$ cat config.mk
export PLATFORM = sky130hd
export DESIGN_NAME = cam_capture
export DESIGN_NICKNAME = d
export VERILOG_FILES = /design/src/rtl/cam_capture.sv
export SDC_FILE = /design/constraint.sdc
export NUM_CORES = 1
export LEC_CHECK = 0
export BUFFER_PORTS_ARGS = -buffer_cell sky130_fd_sc_hd__buf_2
export CAP_MARGIN = 20
export CELL_PAD_IN_SITES_DETAIL_PLACEMENT = 0
export CELL_PAD_IN_SITES_GLOBAL_PLACEMENT = 1
export CORE_MARGIN = 2
export CORE_UTILIZATION = 40
export DETAILED_ROUTE_END_ITERATION = 7
export PLACE_DENSITY = 0.8
export SYNTH_ARGS = -nofsm -noshare
export SYNTH_HDL_FRONTEND = slang
export SYNTH_SLANG_ARGS = --single-unit
$ cat constraint.sdc
create_clock -name CLK -period 5.5 [get_ports CLK]
set_clock_uncertainty 0.1 [all_clocks]
set_input_delay 1.1 -clock CLK [delete_from_list [all_inputs] [get_ports CLK]]
set_output_delay 1.1 -clock CLK [all_outputs]
set_load 0.005 [all_outputs]
$ cat src/rtl/cam_capture.sv
// Camera-port capture front end: oversamples the OV7670-style parallel bus in the CLK domain,
// packs byte pairs into RGB332 pixels and issues frame-buffer write strobes.
module cam_capture #(
  parameter int unsigned SCREEN_WIDTH  = 176,
  parameter int unsigned SCREEN_HEIGHT = 144,
  parameter int unsigned ADDR_W        = 15,
  parameter int unsigned CNT_W         = 8
) (
  input  logic              CLK,
  input  logic              RESET_N,
  input  logic              CAM_PCLK,
  input  logic              CAM_VSYNC,
  input  logic              CAM_HREF,
  input  logic [7:0]        CAM_DATA,
  input  logic [1:0]        FMT,
  input  logic              CONTINUOUS,
  input  logic              ARM,
  output logic [ADDR_W-1:0] W_ADDR,
  output logic [7:0]        W_DATA,
  output logic              W_EN,
  output logic              BUSY,
  output logic              FRAME_DONE,
  output logic [CNT_W-1:0]  FRAME_COUNT,
  output logic              CLIP_ERR,
  output logic              ODD_ERR
);

  localparam int unsigned XWidth = $clog2(SCREEN_WIDTH + 1);
  localparam int unsigned YWidth = $clog2(SCREEN_HEIGHT + 1);
  localparam logic [XWidth-1:0] XMax     = XWidth'(SCREEN_WIDTH);
  localparam logic [YWidth-1:0] YMax     = YWidth'(SCREEN_HEIGHT);
  localparam logic [ADDR_W-1:0] LineStep = ADDR_W'(SCREEN_WIDTH);

  typedef enum logic [1:0] {StIdle, StWaitStart, StActive} state_e;

  state_e state_q, state_d;

  logic [2:0] pclk_sync_q, vsync_sync_q, href_sync_q;
  logic [7:0] data_s1_q, data_s2_q;
  logic       pclk_rise, vs_rise, vs_fall, href_fall, href_s2;

  logic [XWidth-1:0] x_q, x_d;
  logic [YWidth-1:0] y_q, y_d;
  logic [ADDR_W-1:0] line_base_q, line_base_d;
  logic              phase_q, phase_d;
  logic [7:0]        b1_q, b1_d;
  logic [1:0]        fmt_q, fmt_d;

  logic [ADDR_W-1:0] w_addr_q, w_addr_d;
  logic [7:0]        w_data_q, w_data_d;
  logic              w_en_q, w_en_d;
  logic              busy_q;
  logic              frame_done_q, frame_done_d;
  logic [CNT_W-1:0]  frame_cnt_q, frame_cnt_d;
  logic              clip_q, clip_d;
  logic              odd_q, odd_d;
  logic [7:0]        pixel;

  // Bit 1 is the settled (s2) sample, bit 2 the previous one (s3) for edge detection.
  always_ff @(posedge CLK or negedge RESET_N) begin
    if (!RESET_N) begin
      pclk_sync_q  <= '0;
      vsync_sync_q <= '0;
      href_sync_q  <= '0;
      data_s1_q    <= '0;
      data_s2_q    <= '0;
    end else begin
      pclk_sync_q  <= {pclk_sync_q[1:0], CAM_PCLK};
      vsync_sync_q <= {vsync_sync_q[1:0], CAM_VSYNC};
      href_sync_q  <= {href_sync_q[1:0], CAM_HREF};
      data_s1_q    <= CAM_DATA;
      data_s2_q    <= data_s1_q;
    end
  end

  assign pclk_rise = pclk_sync_q[1] & ~pclk_sync_q[2];
  assign vs_rise   = vsync_sync_q[1] & ~vsync_sync_q[2];
  assign vs_fall   = ~vsync_sync_q[1] & vsync_sync_q[2];
  assign href_fall = ~href_sync_q[1] & href_sync_q[2];
  assign href_s2   = href_sync_q[1];

  // b1 is the first byte of the pair, data_s2_q the second.
  always_comb begin
    pixel = 8'h00;
    unique case (fmt_q)
      2'd0:    pixel = {b1_q[7:5], b1_q[2:0], data_s2_q[4:3]};
      2'd1:    pixel = {b1_q[3:1], data_s2_q[7:5], data_s2_q[3:2]};
      2'd2:    pixel = {b1_q[7:5], b1_q[7:5], b1_q[7:6]};
      default: pixel = 8'h00;
    endcase
  end

  always_comb begin
    state_d      = state_q;
    x_d          = x_q;
    y_d          = y_q;
    line_base_d  = line_base_q;
    phase_d      = phase_q;
    b1_d         = b1_q;
    fmt_d        = fmt_q;
    w_addr_d     = w_addr_q;
    w_data_d     = w_data_q;
    w_en_d       = 1'b0;
    frame_done_d = 1'b0;
    frame_cnt_d  = frame_cnt_q;
    clip_d       = clip_q;
    odd_d        = odd_q;

    unique case (state_q)
      StIdle: begin
        if (ARM || CONTINUOUS) state_d = StWaitStart;
      end
      StWaitStart: begin
        if (vs_fall) begin
          state_d     = StActive;
          x_d         = '0;
          y_d         = '0;
          line_base_d = '0;
          phase_d     = 1'b0;
          clip_d      = 1'b0;
          odd_d       = 1'b0;
          fmt_d       = FMT;
        end
      end
      StActive: begin
        if (vs_rise) begin
          state_d      = CONTINUOUS ? StWaitStart : StIdle;
          frame_done_d = 1'b1;
          frame_cnt_d  = frame_cnt_q + 1'b1;
        end else if (href_fall) begin
          if (phase_q) odd_d = 1'b1;
          phase_d = 1'b0;
          x_d     = '0;
          if (y_q < YMax) begin
            y_d         = y_q + 1'b1;
            line_base_d = line_base_q + LineStep;
          end
        end else if (pclk_rise && href_s2) begin
          if (!phase_q) begin
            b1_d    = data_s2_q;
            phase_d = 1'b1;
          end else begin
            phase_d = 1'b0;
            if (x_q < XMax && y_q < YMax) begin
              // Reserved format keeps counting geometry but never writes.
              if (fmt_q != 2'd3) begin
                w_en_d   = 1'b1;
                w_addr_d = line_base_q + ADDR_W'(x_q);
                w_data_d = pixel;
              end
            end else begin
              clip_d = 1'b1;
            end
            if (x_q != XMax) x_d = x_q + 1'b1;
          end
        end
      end
      default: state_d = StIdle;
    endcase
  end

  always_ff @(posedge CLK or negedge RESET_N) begin
    if (!RESET_N) begin
      state_q      <= StIdle;
      x_q          <= '0;
      y_q          <= '0;
      line_base_q  <= '0;
      phase_q      <= 1'b0;
      b1_q         <= '0;
      fmt_q        <= '0;
      w_addr_q     <= '0;
      w_data_q     <= '0;
      w_en_q       <= 1'b0;
      busy_q       <= 1'b0;
      frame_done_q <= 1'b0;
      frame_cnt_q  <= '0;
      clip_q       <= 1'b0;
      odd_q        <= 1'b0;
    end else begin
      state_q      <= state_d;
      x_q          <= x_d;
      y_q          <= y_d;
      line_base_q  <= line_base_d;
      phase_q      <= phase_d;
      b1_q         <= b1_d;
      fmt_q        <= fmt_d;
      w_addr_q     <= w_addr_d;
      w_data_q     <= w_data_d;
      w_en_q       <= w_en_d;
      busy_q       <= (state_q != StIdle);
      frame_done_q <= frame_done_d;
      frame_cnt_q  <= frame_cnt_d;
      clip_q       <= clip_d;
      odd_q        <= odd_d;
    end
  end

  assign W_ADDR      = w_addr_q;
  assign W_DATA      = w_data_q;
  assign W_EN        = w_en_q;
  assign BUSY        = busy_q;
  assign FRAME_DONE  = frame_done_q;
  assign FRAME_COUNT = frame_cnt_q;
  assign CLIP_ERR    = clip_q;
  assign ODD_ERR     = odd_q;

endmodule
==> flow_metrics.tcl, run 1 <==
set metrics [dict create \
    critPathTopFamily "simple AND/OR/NAND/NOR gates" \
    crit_start "y_q[5]$_DFFE_PN0P_" \
    post-route-cell-area_um2 4900 \
    fmax_mhz 404 \
    wl_per_cell_um 13.6 \
    fp.dieH_um 108 \
    syn_area_per_cell_um2 11.0 \
    die_area_um2 11600 \
    synth-edff-count 0 \
    numCtsBuffers 9 \
    clkSinkCount 100 \
    antenna_cells 0 \
    synthDistinctLibCells 51 \
    grt_overflow 0 \
    cts_setup_buffers 0 \
    post_drt_via_cell_ratio 5.06 \
    reg2reg_from "y_q[5]$_DFFE_PN0P_" \
    syn_nets 418 \
    critical_path_buf_inv_count 0 \
    post-route-period-util_pct 45.0 \
    yosysSeqAreaShare_pct 58.3 \
    rows 37 \
    routabilityCongestion 0.789 \
    fin_hold_ws_ns 0.253 \
    cts_tree "done" \
    ys.flop_type "dfrtp_1" \
    hpwl_um 5650 \
    setup_violations 0 \
    path_clk_slew_ns 0.10 \
    critPathCaptureType "register" \
    min_from "data_s1_q[0]$_DFF_PN0_" \
    synthCells 392 \
    final_common_cell "dfrtp_1" \
    slew_headroom_pct 49.2 \
    hold_viol 0 \
    dpl_cell_area_um2 4690 \
    crit_fanout 25 \
    power_density_nw_per_um2 321 \
    cts_buffer_depth 2 \
    max_cap_violations 0 \
    drt_iter0_markers 122 \
    cp-start-kind "register" \
    cts_resized 0 \
    syn_to_final_growth_pct 14.3 \
    final.min_clock_period_ns 2.48 \
    arrival_ns 2.66 \
    clock-root-buffer "clkbuf_8" \
    dr.pass1.iters 4 \
    synth_warnings 0 \
    clk_latency_ns 0.37 \
    critical_path_required_ns 5.68 \
    worstSetupPathType "register to register" \
    grt_start_max_net_pins 57 \
    pin_count 53 \
    cts_hold_buf 0 \
    grt_pass1_vias 2944 \
    die_x_um 108 \
    grt_pass1_wl_um 13900 \
    cp_slowest_stage_delay_ns 0.93 \
    hold_path.class "register to register" \
    track_usage_pct 15.3 \
    fp.coreArea_um2 10400 \
    status "finished clean" \
    start_util_pct 41.4 \
    cp_cell_sequence "o31ai_2 > o21ai_1 > or4_1 > o31ai_1" \
    nNetsFinal 470 \
    drive_above_1_share_pct 19.4 \
    ir_drop_uv 148 \
    grt_setup_unrepaired "no" \
    synth_seq_cells 100 \
    ant_nets 0 \
    slowest_stage "or4_1" \
    htree_levels 3 \
    final_cell_mix "100 x dfrtp_1, 51 x buf_2, 46 x nand2_1" \
    drv_slew 0 \
    syn_area_um2 4290 \
    routed_wl_um 7980 \
    antenna_found_initial 0 \
    p_leak_nw 2.29 \
    async_reset_ff_share_pct 100 \
    worst_slew_pin_slew_ns 0.762 \
    drc 0 \
    vias 2960 \
    setup_tns_ns 0 \
    io_buffers 52 \
]
-- kinds of logic after synthesis --
logic type | share of synthesized area (%)
flip-flops | 58.3
AND/OR/NAND/NOR | 17.1
XOR/XNOR | 4.90
buffers and inverters | 2.39
AO/OA/AOI/OAI | 11.2
multiplexers | 3.50
adder cells (fa/ha/maj) | 2.62
-- registers in the layout, summed over array words and instances (netlist names), 2 cells and up --
| signal | cells |
|---|---|
| b1_q | 7 |
| pclk_sync_q | 3 |
| W_ADDR | 15 |
| state_q | 2 |
| data_s2_q | 8 |
| data_s1_q | 8 |
| vsync_sync_q | 3 |
| href_sync_q | 3 |
| x_q | 8 |
| fmt_q | 2 |
| W_DATA | 8 |
| y_q | 8 |
| FRAME_COUNT | 8 |
| line_base_q | 11 |
-- layout make-up --
cell class / instances / area [µm²]
clock buffer: 10 / 138
inverter: 7 / 26.3
clock inverter: 6 / 68.8
timing repair buffer: 56 / 297
fill: 997 / 5470
multi-input combinational: 270 / 1700
tap: 136 / 170
sequential: 100 / 2500
-- where the power goes --
part | switching (mW) | total, mW | internal [mW]
Combinational | 0.121 | 0.220 | 0.0990
Sequential | 0.0772 | 0.870 | 0.792
Clock | 0.259 | 0.486 | 0.227
-- cells in the mapped netlist, types with 6 or more instances --
| cell | n | area [µm²] |
|---|---|---|
| dfrtp_1 | 100 | 2500 |
| nand2_1 | 46 | 173 |
| nor2_1 | 31 | 116 |
| a21oi_1 | 22 | 110 |
| xnor2_1 | 21 | 184 |
| o21ai_0 | 20 | 100 |
| nor2b_1 | 12 | 75.1 |
| o21ai_1 | 11 | 55.1 |
| ha_1 | 9 | 113 |
| clkbuf_1 | 8 | 30.0 |
| mux2_2 | 8 | 90.1 |
| inv_1 | 7 | 26.3 |
| nand2b_1 | 7 | 43.8 |
| nand3_1 | 7 | 35.0 |
| nor3_1 | 7 | 35.0 |
| mux2i_1 | 6 | 60.1 |
| o21a_1 | 6 | 45.0 |
| o31ai_1 | 6 | 45.0 |
-- worst reg2reg max path: stages (launching register included) --
cell and delay, ns:
dfrtp_1 0.43, o31ai_2 0.38, o21ai_1 0.21, or4_1 0.93
o31ai_1 0.35
-- per-stage QoR --
step | power, mW | std cells | util [%] | setup slack, ns
floorplan | 1.02 | 392 | - | 3.42
global placement | 1.10 | 568 | 45.2 | 3.00
detailed placement | 1.11 | 568 | 45.2 | 2.89
CTS | 1.59 | 584 | 47.2 | 2.89
global route | 1.67 | 585 | 47.3 | 2.82
finish | 1.57 | 585 | 47.3 | 3.02
-- final timing paths --
path,endpoint,slack (ns),cells past startpoint
worst max-delay path,W_ADDR[8]$_DFFE_PN0P_,3.02,4
max in group asynchronous,x_q[5]$_DFFE_PN0P_,3.59,2
min in group asynchronous,b1_q[3]$_DFFE_PN0P_,0.61,1
worst min register to register,data_s2_q[0]$_DFF_PN0_,0.25,0
worst min-delay path,data_s2_q[0]$_DFF_PN0_,0.25,0
worst max register to register,W_ADDR[8]$_DFFE_PN0P_,3.02,4
-- per-layer routing --
layer | wire length, µm | vias to the layer above | GRT usage (%)
li1 | - | 1460 | -
met1 | 3880 | 1416 | 21.5
met2 | 3490 | 71 | 22.4
met3 | 458 | 13 | 3.57
met4 | 155 | 0 | 7.05
met5 | 0 | - | 0
No activity file was read; power rests on OpenSTA's default activity.
==> run 2: changes to the inputs <==
--- a/config.mk
+++ b/config.mk
@@ -12,7 +12,7 @@
 export CORE_MARGIN = 2
 export CORE_UTILIZATION = 40
 export DETAILED_ROUTE_END_ITERATION = 7
-export PLACE_DENSITY = 0.8
+export PLACE_DENSITY = 0.82
 export SYNTH_ARGS = -nofsm -noshare
 export SYNTH_HDL_FRONTEND = slang
 export SYNTH_SLANG_ARGS = --single-unit
==> constraint.sdc (replaced) <==
create_clock -name CLK -period 2.2 [get_ports CLK]
set_clock_uncertainty 0.1 [all_clocks]
set_input_delay 0.44 -clock CLK [delete_from_list [all_inputs] [get_ports CLK]]
set_output_delay 0.44 -clock CLK [all_outputs]
set_load 0.005 [all_outputs]
==> run 2 against run 1 <==
Cell count rose by 2.4%. Routed wire length rose by 1.0%. Core utilization rose by 1.1 points. First-iteration DRC count rose by 25%. Count of clock-buffer cells in the layout rose by 2. Largest power group unchanged. Die area did not move.
==> flow_metrics.tcl, run 2 (same netlist as run 1, synthesis figures left out) <==
set metrics [dict create \
    status "finished clean" \
    clock-root-buffer "clkbuf_8" \
    post-route-period-util_pct 95.2 \
    htree_levels 3 \
    post-route-cell-area_um2 5020 \
    max_cap_violations 0 \
    path_clk_slew_ns 0.09 \
    worstHoldEndpoint "data_s1_q[0]$_DFF_PN0_" \
    cp-start-kind "register" \
    final.min_clock_period_ns 2.09 \
    setup_slack_ns 0.106 \
    power_density_nw_per_um2 761 \
    cts_tree "done" \
    routed_wl_um 8060 \
    hold_path.class "input pin to register" \
    dpl_cell_area_um2 4820 \
    hpwl_um 5830 \
    instances_no_fill 599 \
    clk_latency_ns 0.36 \
    fp.dieH_um 108 \
    drt_iter0_markers 152 \
    die_area_um2 11600 \
    numCtsBuffers 9 \
    slowest_stage "dfrtp_1" \
    start_util_pct 41.4 \
    holdPathStages 1 \
    worstSetupPathType "register to register" \
    cts_buffer_depth 2 \
    ff2ff_path_depth 8 \
    critPathCaptureType "register" \
    fp.coreArea_um2 10400 \
    dr.pass1.iters 4 \
    drc 0 \
    slew_headroom_pct 68.9 \
    grt_overflow 0 \
    track_usage_pct 15.4 \
    fin_hold_ws_ns 0.0727 \
    grt_pass1_wl_um 14200 \
    fillers 970 \
    fin_util_pct 48.4 \
    worst_slew_pin_slew_ns 0.467 \
    r2r_slack_ns 0.11 \
    grt_start_max_net_pins 55 \
    antenna_found_initial 0 \
    crit_fanout 9 \
    rows 37 \
    hold_viol 0 \
    fmax_mhz 478 \
    largest_reg_flops 15 \
    final_cell_mix "100 x dfrtp_1, 51 x buf_2, 46 x nand2_1" \
    critical_path_required_ns 2.34 \
    total_power_mw 3.82 \
    dp_worst_setup_slack_ns 0.118 \
    drive_above_1_share_pct 21.6 \
    cp_slowest_stage_delay_ns 0.40 \
    reg2reg_to "x_q[4]$_DFFE_PN0P_" \
    antenna_cells 0 \
    arrival_ns 2.24 \
    clkSinkCount 100 \
    nNetsFinal 484 \
    final_common_cell "dfrtp_1" \
    die_x_um 108 \
    setup_violations 0 \
    routabilityCongestion 0.863 \
    pin_count 53 \
    wl_per_cell_um 13.5 \
    setup_tns_ns 0 \
    min_from "CAM_DATA[0]" \
    placed_cells 581 \
    ir_drop_uv 400 \
    ant_nets 0 \
    cp_cell_sequence "inv_1 > ha_1 > nor2b_1 > a41o_1 > a221o_1 > buf_4 > o21ai_0 > o31ai_2" \
    syn_to_final_growth_pct 16.9 \
    p_leak_nw 2.35 \
    reg2reg_from "x_q[0]$_DFFE_PN0P_" \
    drv_slew 0 \
    post_drt_via_cell_ratio 5.04 \
    io_buffers 52 \
    vias 3019 \
    grt_pass1_vias 2936 \
]
==> run 2: how the worst max path moves through the flow <==
stage,from,to,slack (ns),depth (start not counted)
floorplan,x_q[0]$_DFFE_PN0P_,x_q[4]$_DFFE_PN0P_,0.12,8
global placement,x_q[0]$_DFFE_PN0P_,x_q[4]$_DFFE_PN0P_,0.16,7
detailed placement,x_q[0]$_DFFE_PN0P_,x_q[6]$_DFFE_PN0P_,0.12,7
CTS,x_q[0]$_DFFE_PN0P_,x_q[6]$_DFFE_PN0P_,0.1,7
global route,x_q[0]$_DFFE_PN0P_,x_q[4]$_DFFE_PN0P_,-0.006,8
finish,x_q[0]$_DFFE_PN0P_,x_q[4]$_DFFE_PN0P_,0.11,8
==> run 2: timing repair <==
action,in CTS,in global routing
resized for setup,0,2
endpoints found under the setup margin,0,3
setup buffers,0,1
hold endpoints to repair,9,0
hold buffers,1,0
==> run 2: critical path, delay by kind of cell, from the launching register on <==
kind / cells / cell delay, ns
buffers and inverters: 2 / 0.25
flip-flops: 1 / 0.40
AND/OR/NAND/NOR: 1 / 0.13
AO/OA/AOI/OAI: 4 / 0.90
adder cells (fa/ha/maj): 1 / 0.19
==> run 2: power by group <==
part	leakage [nW]	switching (mW)	total (mW)	internal, mW
clock	0.0824	0.601	1.04	0.439
sequential	1.32	0.149	2.13	1.98
combinational	0.946	0.357	0.649	0.291
total	2.35	1.11	3.82	2.71
==> run 2: final cells by class <==
type | count | area, µm² | share of cell area (%)
tap | 136 | 170 | 3.39
clock inverter | 4 | 25.0 | 0.499
timing repair buffer | 70 | 438 | 8.73
clock buffer | 12 | 145 | 2.89
multi-input combinational | 270 | 1710 | 34.1
inverter | 7 | 26.3 | 0.524
sequential | 100 | 2500 | 49.9
==> run 2: per-layer routing <==
metal | track usage (%) | share of wire (%) | vias to the layer above
li1 | - | - | 1493
met3 | 3.69 | 3.8 | 8
met1 | 21.4 | 49 | 1465
met4 | 5.59 | 1.5 | 0
met2 | 23.5 | 45 | 53
met5 | 0 | 0 | -
